`src/rtl/sm3_msg_packer.sv`:
```
// sm3_msg_packer: byte-stream front end for SM3_top.
// Packs bytes big-endian into words, inserts block gaps, gates SM3_en.
module sm3_msg_packer #(
    parameter int unsigned BLOCK_GAP = 72
) (
    input  logic        clk_in,
    input  logic        reset_n_in,
    input  logic [7:0]  byte_in,
    input  logic        byte_valid_in,
    input  logic        byte_last_in,
    output logic        byte_ready_out,
    input  logic        sm3_finished_in,
    output logic        sm3_en_out,
    output logic [31:0] msg_out,
    output logic        msg_valid_out,
    output logic        is_last_word_out,
    output logic [1:0]  last_word_byte_out
);

    typedef enum logic [2:0] {
        IDLE,
        ARM,
        PACK,
        GAP,
        WAIT_DONE
    } state_t;

    localparam logic [7:0] GAP_LOAD = 8'(BLOCK_GAP);

    state_t      state;
    state_t      state_nxt;
    logic [1:0]  lane;
    logic [3:0]  wcnt;
    logic [7:0]  gap_cnt;
    logic [31:0] word_buf;
    logic [31:0] word_nxt;
    logic        accept;
    logic        emit;
    logic        last_acc;
    logic        sm3_en_nxt;
    logic        load_gap;
    logic        clr_ctx;

    // Bytes are only taken while packing; ready never depends on inputs.
    assign byte_ready_out = (state == PACK);
    assign accept         = byte_valid_in && byte_ready_out;
    assign last_acc       = accept && byte_last_in;
    assign emit           = accept && (byte_last_in || (lane == 2'd3));

    // Merge the incoming byte into its big-endian lane of the partial word.
    always_comb begin
        word_nxt = word_buf;
        unique case (lane)
            2'd0: word_nxt[31:24] = byte_in;
            2'd1: word_nxt[23:16] = byte_in;
            2'd2: word_nxt[15:8]  = byte_in;
            2'd3: word_nxt[7:0]   = byte_in;
            default: word_nxt = word_buf;
        endcase
    end

    // Next-state and control strobes.
    always_comb begin
        state_nxt  = state;
        sm3_en_nxt = sm3_en_out;
        load_gap   = 1'b0;
        clr_ctx    = 1'b0;
        unique case (state)
            IDLE: begin
                if (byte_valid_in) begin
                    state_nxt  = ARM;
                    sm3_en_nxt = 1'b1;
                end
            end
            ARM: begin
                state_nxt = PACK;
            end
            PACK: begin
                if (last_acc) begin
                    state_nxt = WAIT_DONE;
                end else if (emit && (wcnt == 4'd15)) begin
                    state_nxt = GAP;
                    load_gap  = 1'b1;
                end
            end
            GAP: begin
                if (gap_cnt <= 8'd1) begin
                    state_nxt = PACK;
                end
            end
            WAIT_DONE: begin
                if (sm3_finished_in) begin
                    state_nxt  = IDLE;
                    sm3_en_nxt = 1'b0;
                    clr_ctx    = 1'b1;
                end
            end
            default: begin
                state_nxt  = IDLE;
                sm3_en_nxt = 1'b0;
            end
        endcase
    end

    // State register and core enable.
    always_ff @(posedge clk_in) begin
        if (!reset_n_in) begin
            state      <= IDLE;
            sm3_en_out <= 1'b0;
        end else begin
            state      <= state_nxt;
            sm3_en_out <= sm3_en_nxt;
        end
    end

    // Lane counter and partial word; cleared once a word goes out.
    always_ff @(posedge clk_in) begin
        if (!reset_n_in || clr_ctx) begin
            lane     <= 2'd0;
            word_buf <= 32'd0;
        end else if (accept) begin
            if (emit) begin
                lane     <= 2'd0;
                word_buf <= 32'd0;
            end else begin
                lane     <= lane + 2'd1;
                word_buf <= word_nxt;
            end
        end
    end

    // Word position within the 16-word block; wraps naturally.
    always_ff @(posedge clk_in) begin
        if (!reset_n_in || clr_ctx) begin
            wcnt <= 4'd0;
        end else if (emit) begin
            wcnt <= wcnt + 4'd1;
        end
    end

    // Compression gap countdown.
    always_ff @(posedge clk_in) begin
        if (!reset_n_in) begin
            gap_cnt <= 8'd0;
        end else if (load_gap) begin
            gap_cnt <= GAP_LOAD;
        end else if ((state == GAP) && (gap_cnt != 8'd0)) begin
            gap_cnt <= gap_cnt - 8'd1;
        end
    end

    // Registered word interface toward SM3_top.
    always_ff @(posedge clk_in) begin
        if (!reset_n_in) begin
            msg_out            <= 32'd0;
            msg_valid_out      <= 1'b0;
            is_last_word_out   <= 1'b0;
            last_word_byte_out <= 2'd0;
        end else begin
            msg_valid_out      <= emit;
            is_last_word_out   <= last_acc;
            last_word_byte_out <= last_acc ? lane : 2'd0;
            if (emit) begin
                msg_out <= word_nxt;
            end
        end
    end

endmodule

```
`config.mk`:
```
export PLATFORM = sky130hd
export DESIGN_NAME = sm3_msg_packer
export DESIGN_NICKNAME = d
export VERILOG_FILES = /design/src/rtl/sm3_msg_packer.sv
export SDC_FILE = /design/constraint.sdc
export NUM_CORES = 1
export LEC_CHECK = 0
export ABC_AREA = 1
export BUFFER_PORTS_ARGS = -buffer_cell sky130_fd_sc_hd__buf_2
export CORE_MARGIN = 3
export CORE_UTILIZATION = 40
export CTS_CLUSTER_SIZE = 28
export DETAILED_ROUTE_END_ITERATION = 10
export HOLD_SLACK_MARGIN = 0.12
export SYNTH_ARGS = -nofsm -noshare
export SYNTH_HDL_FRONTEND = slang
export SYNTH_SLANG_ARGS = --single-unit
```
`constraint.sdc`:
```
create_clock -name clk_in -period 2.5 [get_ports clk_in]
set_input_delay 0.5 -clock clk_in [delete_from_list [all_inputs] [get_ports clk_in]]
set_output_delay 0.5 -clock clk_in [all_outputs]
set_load 0.005 [all_outputs]
```
# == Yosys cells after proc, flatten, opt, wreduce, memory -nomap -nowiden ==
# Cells that the tools add are included.
# totals
mem_count,0
latch_bits,0
romBits,0
regBits,86
word_cells,68
ramBits,0
# op_classes
multipliers,0
n_div,0
bitwise,2
shift,0
eq_ne,12
addsub,3
magnitude_cmp,1
muxes,22
reduce_logical,17
# op_table
cell,n
two-way mux 32 bit,1
two-way mux 8 bit,4
two-way mux 3 bit,5
one-hot mux 3 bit (5 select lines),1
two-way mux 7 bit,2
"<= comparator 8 x 1 -> 1 bit, second input constant",1
nonzero test 8 bit,1
"subtractor 8 x 1 -> 8 bit, second input constant",1
two-way mux 1 bit,7
"== test 3 x 2 -> 1 bit, second input constant",2
"!= test 2 bit, second input constant",3
logical AND 1 bit,5
"adder 4 x 1 -> 4 bit, second input constant",1
"== test 2 bit, second input constant",2
"== test 4 bit, second input constant",1
AND reduction 4 bit,1
"== test 3 x 1 -> 1 bit, second input constant",1
"== test 3 bit, second input constant",1
logical NOT 3 bit,1
"!= test 3 x 1 -> 1 bit, second input constant",1
one-hot mux 1 bit (3 select lines),1
AND reduction 3 bit,1
OR reduction 3 bit,1
"adder 2 x 1 -> 2 bit, second input constant",1
9 further kinds,11

# == Depth between registers and ports, before layout ==
# Gate-level depths: netlist of the first run.
# depth
depth_word,8
mapped_depth,10

# == Worst setup path after synthesis of the first run ==
# OpenSTA, ideal clock, no wires.
# synth_path
path_type,register to register
startpoint,register lane[0]
endpoint,register word_buf[19]
setup_slack_ns,1.032
period_less_slack_ns,1.468
required_time_ns,2.414
t_arrival_ns,1.383
stages_incl_launch_ff,9
n_path_buf,2
cell_sequence,dfxtp_1 -> ha_1 -> buf_2 -> nor2_2 -> nor2_4 -> clkinv_2 -> nand3_2 -> buf_2 -> a211oi_1
# synth_between
elab_chain_cells,4
elab_cells_between_ends,6
cone_classes,eq/ne: 2; mux: 2; reduce/logical: 2
# synth_rtl
element,line_no,text
start: declaration,32,logic [1:0] lane;
start signal: assignment,126,lane <= lane + 2'd1;
== test 2 bit,48,assign emit = accept && (byte_last_in || (lane == 2'd3));
logical OR 1 bit,48,
logical AND 1 bit,48,
two-way mux 32 bit (*),122,if (emit) begin
end signal: assignment,127,word_buf <= word_nxt;
end: declaration,35,logic [31:0] word_buf;
# Every way passes the cells marked *; elsewhere a longest branch is shown, timed or not.
# A chain may end at the register's enable or synchronous reset.

# == Final worst setup path of the first run ==
# layout_path
startpoint,register lane[0]
endpoint,register gap_cnt[4]
# layout_between
elab_chain_cells,8
# layout_rtl
element,line_no,text
== test 2 bit,48,
logical OR 1 bit,48,
logical AND 1 bit,48,
logical AND 1 bit,81,end else if (emit && (wcnt == 4'd15)) begin
two-way mux 1 bit,81,
two-way mux 1 bit,79,if (last_acc) begin
two-way mux 1 bit,68,unique case (state)
OR reduction 2 bit (no line),-,
end signal: assignment,148,gap_cnt <= gap_cnt - 8'd1;
end: declaration,34,logic [7:0] gap_cnt;
# Every way passes these cells.

==> results of run 1 <==
## per-stage QoR
| stage | total power, mW | hold slack (ns) | instances |
|---|---|---|---|
| final | 3.05 | 0.428 | 634 |
| after global routing | 3.25 | 0.445 | 634 |
| after floorplan | 2.05 | 0.408 | 478 |
| after CTS | 3.08 | 0.431 | 634 |
| after global placement | 2.20 | 0.415 | 618 |
| after detailed placement | 2.22 | 0.417 | 618 |
## power by group
part / total, mW / switching [mW] / internal [mW]
Clock: 0.864 / 0.502 / 0.362
Combinational: 0.609 / 0.389 / 0.220
Sequential: 1.57 / 0.0720 / 1.50
## area by class of cell
cell class | count | share of cell area, %
multi-input combinational | 310 | 38.9
sequential | 86 | 41.4
timing repair buffer | 56 | 7.09
inverter | 58 | 5.26
clock buffer | 9 | 2.98
tap | 108 | 3.25
clock inverter | 7 | 1.17
## registers in the layout, indices dropped and copies added (netlist names), 2 cells and up
signal and count:
msg_out 32, word_buf 32, gap_cnt 8, wcnt 4, state 3, lane 2
last_word_byte_out 2
## cell families after synthesis
logic type | after synthesis
buffers and inverters | 82
adder cells (fa/ha/maj) | 8
XOR/XNOR | 5
AO/OA/AOI/OAI | 131
AND/OR/NAND/NOR | 166
flip-flops | 86
## cell usage after synthesis
cell type / count
sky130_fd_sc_hd__nand3_1: 10
sky130_fd_sc_hd__nor2_4: 1
sky130_fd_sc_hd__and3_1: 1
sky130_fd_sc_hd__buf_2: 9
sky130_fd_sc_hd__nor2_2: 2
sky130_fd_sc_hd__o21ai_1: 16
sky130_fd_sc_hd__or2_2: 1
sky130_fd_sc_hd__xor2_1: 3
sky130_fd_sc_hd__o21ai_0: 41
sky130_fd_sc_hd__xnor2_1: 2
sky130_fd_sc_hd__a211oi_1: 16
sky130_fd_sc_hd__nor3_1: 7
sky130_fd_sc_hd__o21a_1: 2
sky130_fd_sc_hd__a31oi_1: 8
sky130_fd_sc_hd__a21oi_1: 40
sky130_fd_sc_hd__clkbuf_1: 9
sky130_fd_sc_hd__buf_6: 4
sky130_fd_sc_hd__inv_1: 57
sky130_fd_sc_hd__ha_1: 8
sky130_fd_sc_hd__a211oi_2: 8
sky130_fd_sc_hd__dfxtp_1: 86
sky130_fd_sc_hd__nand3_4: 1
sky130_fd_sc_hd__nand3b_1: 1
sky130_fd_sc_hd__nand2_1: 79
sky130_fd_sc_hd__nor2_1: 56
sky130_fd_sc_hd__buf_1: 2
sky130_fd_sc_hd__clkinv_2: 1
sky130_fd_sc_hd__or2_0: 1
sky130_fd_sc_hd__nand4_1: 4
sky130_fd_sc_hd__nand3_2: 2
## layer usage
metal,vias to the layer above,track usage [%]
met5,-,0
met3,14,4.10
met2,53,26.1
li1,1654,-
met1,1429,23.0
met4,0,5.25
## worst min-delay path: stages (launching register included)
cell and delay [ns]:
sky130_fd_sc_hd__dfxtp_1 0.32, sky130_fd_sc_hd__inv_1 0.05, sky130_fd_sc_hd__nor2_1 0.03
## path summary, 6_finish.rpt
check                                  end  slack [ns]  depth (start not counted)
hold reg to reg   word_buf[6]$_SDFFE_PP0N_        0.43                          2
setup / recovery   gap_cnt[4]$_SDFFE_PP0P_        0.58                          7
setup reg to reg   gap_cnt[4]$_SDFFE_PP0P_        0.58                          7
hold / removal    word_buf[6]$_SDFFE_PP0N_        0.43                          2
==> results.toml, run 1 <==
[outcome]
outcome = "completed"

[routing]
detail_route.wl_per_cell_um = 13.1
top_routing_layer_used = "met4"
drtIter0Drc = 126
route.detailed.drc = 0
drt_pre_antenna_iters = 4
detail_route.wirelength_mm = 8.30
routedLengthMet1_mm = 4.17
met2_wirelength_mm = 3.68
antenna_violating_nets_remaining = 0
met3RoutedLength_um = 325
via_count = 3150
routed_via_density = 4.97

[logic_synthesis]
mean_area_per_synthesized_cell_um2 = 7.72
yosys.area_share.adder_pct = 2.71
synth_compound_area_share_pct = 20.9
synth_fp_nets = 499
synth_cell_type_count = 30
ys_seq_elements = 86
synth_cells = 478
synth_seq_area_share_pct = 46.6
synth_top_area_cell = "sky130_fd_sc_hd__dfxtp_1"
synthTopCellsByArea = "sky130_fd_sc_hd__dfxtp_1, sky130_fd_sc_hd__nand2_1, sky130_fd_sc_hd__inv_1, sky130_fd_sc_hd__nor2_1, sky130_fd_sc_hd__o21ai_0"
post_synth_xor_area_fraction_pct = 1.19
post_synth_mux_area_share_pct = 0
synthesis.yosys.warnings = 0
synth_area_um2 = 3690
post_synth_and_or_nand_nor_area_fraction_pct = 19.1
synthDominantCellAreaShare_pct = 46.6
combinational_family_with_the_most_area_after_synthesis = "compound AO/OA/AOI/OAI gates"

[worst_setup_path]
chain_of_cells_forming_the_critical_path = "ha_1 -> nor2_2 -> nor2_4 -> buf_4 -> nand3_2 -> nand2_1 -> a21oi_1"
critical_path.reg2reg.startpoint = "lane[0]$_SDFFE_PP0N_"
slowest_stage = "sky130_fd_sc_hd__dfxtp_1"
setup.worst_path.start = "lane[0]$_SDFFE_PP0N_"
max_stage_delay_ns = 0.40
worst_path_dominant_cell_family = "simple AND/OR/NAND/NOR gates"
path_class = "reg -> reg"
critPathLaunchType = "flop"
timing.critical_path.buf_inv = 1
worstPathArrival_ns = 2.16
worstPathMaxFanout = 28
crit_path_end_kind = "flop"
cp_data_required_time_ns = 2.74

[layout]
utilization_pct = 47.0
finalNetCount = 542
layout.cells.most_common_list = "sky130_fd_sc_hd__dfxtp_1, sky130_fd_sc_hd__nand2_1, sky130_fd_sc_hd__inv_1"
multiInputGateArea_um2 = 1620
fillers = 942
layout.cell_area.non_filler_um2 = 4160
seqCellArea_um2 = 1720
diodes = 0
final_common_cell = "sky130_fd_sc_hd__dfxtp_1"
syn_to_final_growth_pct = 12.8
proportion_of_layout_cells_with_a_drive_suffix_above_1_pct = 16.7

[sta]
setup_repair_after_global_routing_missed_its_margin = "no"
slew_violations = 0
report.final.hold_viol_count = 0
final_critical_path_setup_slack_ns = 0.577
setup-tns-final_ns = 0
fin_crit_sh_pct = 76.9
achievable-frequency_ghz = 0.520
worst_clock_skew_on_the_final_layout_ns = 0.00858
worstMarginPinSlew_ns = 0.532
layout_min_cycle_time_ns = 1.92
setup-violations-final = 0
headroom_to_the_max_slew_limit_pct = 64.5

[floorplanning]
ioPinCount = 51
die_y_um = 102
fp.coreArea_um2 = 8850
effective_utilization_at_floorplan_pct = 41.7
die_x_um = 102
floorplan.rows = 34
dieArea_um2 = 10400

[cts]
clockRootBuffer = "sky130_fd_sc_hd__clkbuf_8"
clock_tree_from_tritoncts = "done"
post_cts_buffers = 0
cts.reportedPaths.clkPinSlew_ns = 0.09
cts_hold_buffers = 0
worstSkewPairLatency_ns = 0.35
cts_made_buffers = 9
cts_buffer_depth = 2
clock_sinks = 86
ctsResizeCount = 0
htreeDepth = 3

[power]
power-per-cell-area_nw_per_um2 = 732
max-vdd-ir-drop_uv = 329
power.static_leakage_nw = 1.78

[global_route]
number_of_global_route_vias_before_repair = 2811
grt_overflow = 0
grt_pass1_wl_mm = 13.8
grt_antenna_before_repair = 0
largest_net_degree_at_the_start_of_global_routing = 51
grt_use_total_pct = 16.8

[hold_path]
hold_wc_path_type = "reg -> reg"
holdCritStartpoint = "word_buf[6]$_SDFFE_PP0N_"

[placement]
place_hpwl_mm = 5.79
placed_area_um2 = 3990
place_ws_ns = 0.591
gp_routability_congestion = 0.815
port-buffer-count = 50

[run]
cap_viol_max_count = 0
Note: power is estimated with default switching activity, not from simulation.
==> run 2: changes to the inputs <==
==> constraint.sdc (replaced) <==
create_clock -name clk_in -period 1.73 [get_ports clk_in]
set_input_delay 0.346 -clock clk_in [delete_from_list [all_inputs] [get_ports clk_in]]
set_output_delay 0.346 -clock clk_in [all_outputs]
set_load 0.005 [all_outputs]
==> results.toml, run 2 (same netlist as run 1, synthesis figures left out) <==
[sta]
final_worst_hold_slack_ns = 0.313
final_critical_path_setup_slack_ns = 0.154
worst_clock_skew_on_the_final_layout_ns = 0.0125
layout_min_cycle_time_ns = 1.58
headroom_to_the_max_slew_limit_pct = 69.0
slew_violations = 0
setup-violations-final = 0
achievable-frequency_ghz = 0.635
fin_crit_sh_pct = 91.1
setup_repair_after_global_routing_missed_its_margin = "no"
report.final.hold_viol_count = 0
worstMarginPinSlew_ns = 0.465
setup-tns-final_ns = 0

[floorplanning]
dieArea_um2 = 10400
fp.coreArea_um2 = 8850
floorplan.rows = 34
effective_utilization_at_floorplan_pct = 41.7
die_x_um = 102
die_y_um = 102
ioPinCount = 51

[worst_setup_path]
chain_of_cells_forming_the_critical_path = "inv_1 -> ha_1 -> o21ai_0 -> nand2_1 -> o21ai_0 -> nor2_1"
worstPathArrival_ns = 1.81
cp_data_required_time_ns = 1.97
worst_path_dominant_cell_family = "compound AO/OA/AOI/OAI gates"
slowest_stage = "sky130_fd_sc_hd__dfxtp_1"
max_stage_delay_ns = 0.41
setup.worst_path.start = "lane[0]$_SDFFE_PP0N_"
path_class = "reg -> reg"
timing.critical_path.buf_inv = 1
crit_path_end_kind = "flop"
critPathLaunchType = "flop"
critical_path.most_common_cell = "sky130_fd_sc_hd__o21ai_0"
critical_path.reg2reg.startpoint = "lane[0]$_SDFFE_PP0N_"
worstPathMaxFanout = 16

[layout]
proportion_of_layout_cells_with_a_drive_suffix_above_1_pct = 17.7
finalNetCount = 547
diodes = 0
syn_to_final_growth_pct = 16.4
largestRegisters = "msg_out x32, word_buf x32, gap_cnt x8"
layout.cells.most_common_list = "sky130_fd_sc_hd__dfxtp_1, sky130_fd_sc_hd__nand2_1, sky130_fd_sc_hd__inv_1"
final_common_cell = "sky130_fd_sc_hd__dfxtp_1"
utilization_pct = 48.5

[cts]
cts_buffer_depth = 2
clockRootBuffer = "sky130_fd_sc_hd__clkbuf_8"
clock_sinks = 86
cts_made_buffers = 9
cts.reportedPaths.clkPinSlew_ns = 0.09
worstSkewPairLatency_ns = 0.35
htreeDepth = 3
clock_tree_from_tritoncts = "done"
post_cts_buffers = 0

[global_route]
grt_pass1_wl_mm = 14.3
grt_overflow = 0
grt_use_total_pct = 17.3
largest_net_degree_at_the_start_of_global_routing = 51
number_of_global_route_vias_before_repair = 2978
grt_antenna_before_repair = 0

[power]
max-vdd-ir-drop_uv = 450
power_mw = 4.86
power.static_leakage_nw = 1.84
power-per-cell-area_nw_per_um2 = 1130

[outcome]
outcome = "completed"

[routing]
detail_route.wl_per_cell_um = 13.1
via_count = 3143
drt_pre_antenna_iters = 6
detail_route.wirelength_mm = 8.38
drtIter0Drc = 131
antenna_violating_nets_remaining = 0
route.detailed.drc = 0
routed_via_density = 4.92

[hold_path]
holdCritStartpoint = "byte_in[3]"
hold_wc_path_type = "in -> reg"

[placement]
place_ws_ns = 0.188
gp_routability_congestion = 0.803
port-buffer-count = 50
place_hpwl_mm = 5.81

[run]
cap_viol_max_count = 0
## run 2: per-stage QoR
stage                     instance area (um2)  instances
final                                    4300        639
after global routing                     4300        639
after CTS                                4290        639
after detailed placement                 4050        623
after global placement                   4050        623
after floorplan                          3690        478
## run 2: final cells by class
class                   count  area [um2]
repair buffers             61         358
well taps                 108         135
multi-input cells         310        1620
inverters                  58         219
clock inverters             6         110
flip-flops and latches     86        1720
fillers                   895        4550
clock buffers              10         128
## run 2: final timing paths
path                               endpoint  slack, ns  cells past startpoint
setup / recovery  word_buf[11]$_SDFFE_PP0N_       0.15                      6
hold / removal      msg_out[3]$_SDFFE_PN0N_       0.31                      3
setup reg to reg  word_buf[11]$_SDFFE_PP0N_       0.15                      6
hold reg to reg    word_buf[3]$_SDFFE_PP0N_       0.43                      2
## run 2: where the power goes
part / total, mW / internal (mW) / switching [mW]
Combinational: 0.917 / 0.344 / 0.573
Clock: 1.67 / 0.957 / 0.709
Sequential: 2.27 / 2.17 / 0.106
## run 2: what timing repair did
action,4_1_cts,5_1_grt
setup endpoints to repair,0,2
gates resized for setup,0,2
hold buffers,0,0
## run 2: worst register-to-register path: stages, from the launching register on
cell and delay, ns:
sky130_fd_sc_hd__dfxtp_1 0.41, sky130_fd_sc_hd__inv_1 0.11, sky130_fd_sc_hd__ha_1 0.38, sky130_fd_sc_hd__o21ai_0 0.35, sky130_fd_sc_hd__nand2_1 0.09, sky130_fd_sc_hd__o21ai_0 0.08
sky130_fd_sc_hd__nor2_1 0.06
## run 2: per-layer routing
metal  GRT usage [%]  wire, um  vias to the layer above
li1                -         -                     1662
met1            23.3      4210                     1426
met2            27.3      3760                       47
met3            3.55       298                        8
met4            6.66       105                        0
met5               0         0                        -
==> run 3: changes to the inputs <==
--- a/config.mk
+++ b/config.mk
@@ -7,6 +7,7 @@
 export LEC_CHECK = 0
 export ABC_AREA = 1
 export BUFFER_PORTS_ARGS = -buffer_cell sky130_fd_sc_hd__buf_2
+export CORE_ASPECT_RATIO = 0.75
 export CORE_MARGIN = 3
 export CORE_UTILIZATION = 40
 export CTS_CLUSTER_SIZE = 28
==> results.toml, run 3 (same netlist as run 1, synthesis figures left out) <==
[outcome]
outcome = "completed"

[global_route]
grt_use_total_pct = 18.4
grt_pass1_wl_mm = 14.8
number_of_global_route_vias_before_repair = 3026
grt_antenna_before_repair = 0
largest_net_degree_at_the_start_of_global_routing = 33
grt_overflow = 0

[worst_setup_path]
crit_path_end_kind = "output pin"
worstPathArrival_ns = 1.26
worstPathMaxFanout = 6
critPathLaunchType = "flop"
path_class = "reg -> out"
cp_data_required_time_ns = 1.38

[layout]
final_common_cell = "sky130_fd_sc_hd__dfxtp_1"
layout.cells.most_common_list = "sky130_fd_sc_hd__dfxtp_1, sky130_fd_sc_hd__nand2_1, sky130_fd_sc_hd__inv_1"
proportion_of_layout_cells_with_a_drive_suffix_above_1_pct = 17.4
largestRegisters = "msg_out x32, word_buf x32, gap_cnt x8"
layoutNonFillerInstCount = 641
diodes = 0
syn_to_final_growth_pct = 17.2
utilization_pct = 49.7
finalNetCount = 549

[routing]
drtIter0Drc = 108
route.detailed.drc = 0
detail_route.wirelength_mm = 8.94
via_count = 3221
detail_route.wl_per_cell_um = 13.9
routed_via_density = 5.02
antenna_violating_nets_remaining = 0
drt_pre_antenna_iters = 4

[power]
power_frac_clock_pct = 35.5
power_mw = 4.96
internal-power_mw = 3.53
max-vdd-ir-drop_uv = 541
switchingPower_mw = 1.44
power.static_leakage_nw = 1.85
share_seq_of_total_power_pct = 45.8
power_frac_comb_pct = 18.6
p_sw_share_pct = 29.0
power-per-cell-area_nw_per_um2 = 1150

[sta]
worst_clock_skew_on_the_final_layout_ns = 0.00811
headroom_to_the_max_slew_limit_pct = 72.3
worstMarginPinSlew_ns = 0.415
setup_repair_after_global_routing_missed_its_margin = "no"
setup-violations-final = 0
fin_crit_sh_pct = 92.7
final_worst_hold_slack_ns = 0.346
layout_min_cycle_time_ns = 1.60
setup-tns-final_ns = 0
report.final.hold_viol_count = 0
slew_violations = 0
achievable-frequency_ghz = 0.624

[cts]
clock_tree_from_tritoncts = "done"
cts_hold_buffers = 0
clockRootBuffer = "sky130_fd_sc_hd__clkbuf_16"
cts_made_buffers = 9
post_cts_buffers = 0
htreeDepth = 3
cts_buffer_depth = 2
ctsResizeCount = 0
cts.reportedPaths.clkPinSlew_ns = 0.06
worstSkewPairLatency_ns = 0.34
clock_sinks = 86

[floorplanning]
effective_utilization_at_floorplan_pct = 42.4
ioPinCount = 51
fp.coreArea_um2 = 8710
floorplan.rows = 29
dieArea_um2 = 10400
die_x_um = 117
die_y_um = 89.2

[hold_path]
hold_wc_path_type = "in -> reg"

[placement]
gp_routability_congestion = 0.844
place.detailed.instances = 625
port-buffer-count = 50
place_hpwl_mm = 6.24

[run]
cap_viol_max_count = 0
## run 3: cell count changes in the layout (fill, tap and decap cells not counted)
cell	delta
sky130_fd_sc_hd__clkbuf_16	+9
sky130_fd_sc_hd__clkbuf_1	+4
sky130_fd_sc_hd__clkinvlp_4	-2
sky130_fd_sc_hd__buf_12	-1
sky130_fd_sc_hd__buf_4	+3
sky130_fd_sc_hd__clkbuf_8	-8
sky130_fd_sc_hd__bufinv_16	-3
sky130_fd_sc_hd__ha_2	+1
sky130_fd_sc_hd__ha_1	-1
## run 3: stage by stage
step	area, um2	setup slack [ns]
after floorplan	3690	0.262
after global placement	4060	0.197
after detailed placement	4060	0.183
after CTS	4320	0.0245
after global routing	4330	0.00269
final	4330	0.127
## run 3: final cells by class
cell class,count,area (um2)
clock inverter,1,5.00
clock buffer,15,258
multi-input combinational,310,1630
inverter,58,219
fill,878,4380
tap,108,135
timing repair buffer,63,360
sequential,86,1720
## run 3: per-layer routing
layer / GRT usage, % / vias up / wire, um
li1: - / 1662 / -
met5: 0 / - / 0
met2: 28.1 / 86 / 3850
met4: 5.73 / 0 / 115
met3: 5.35 / 8 / 596
met1: 25.1 / 1465 / 4380
## run 3: critical path: stages, from the launching register on
cell and delay (ns):
sky130_fd_sc_hd__dfxtp_1 0.46, sky130_fd_sc_hd__nand2_1 0.11, sky130_fd_sc_hd__nor2_2 0.19, sky130_fd_sc_hd__buf_2 0.15
## run 3: power by group through the flow
stage | Combinational [mW] | Clock (mW) | Sequential, mW
after floorplan | 0.647 | 0 | 2.31
after global placement | 0.897 | 0 | 2.31
after detailed placement | 0.919 | 0 | 2.32
after CTS | 0.927 | 1.82 | 2.28
after global routing | 1.06 | 1.90 | 2.30
final | 0.924 | 1.76 | 2.28
## run 3: worst paths after layout
check	startpoint	to	slack (ns)	depth (start not counted)
worst min register to register	word_buf[7]$_SDFFE_PP0N_	word_buf[7]$_SDFFE_PP0N_	0.43	2
worst max register to register	lane[0]$_SDFFE_PP0N_	word_buf[25]$_SDFFE_PP0N_	0.22	7
worst max-delay path	state[1]$_SDFFE_PN0P_	byte_ready_out	0.13	3
worst min-delay path	byte_in[5]	msg_out[5]$_SDFFE_PN0N_	0.35	3
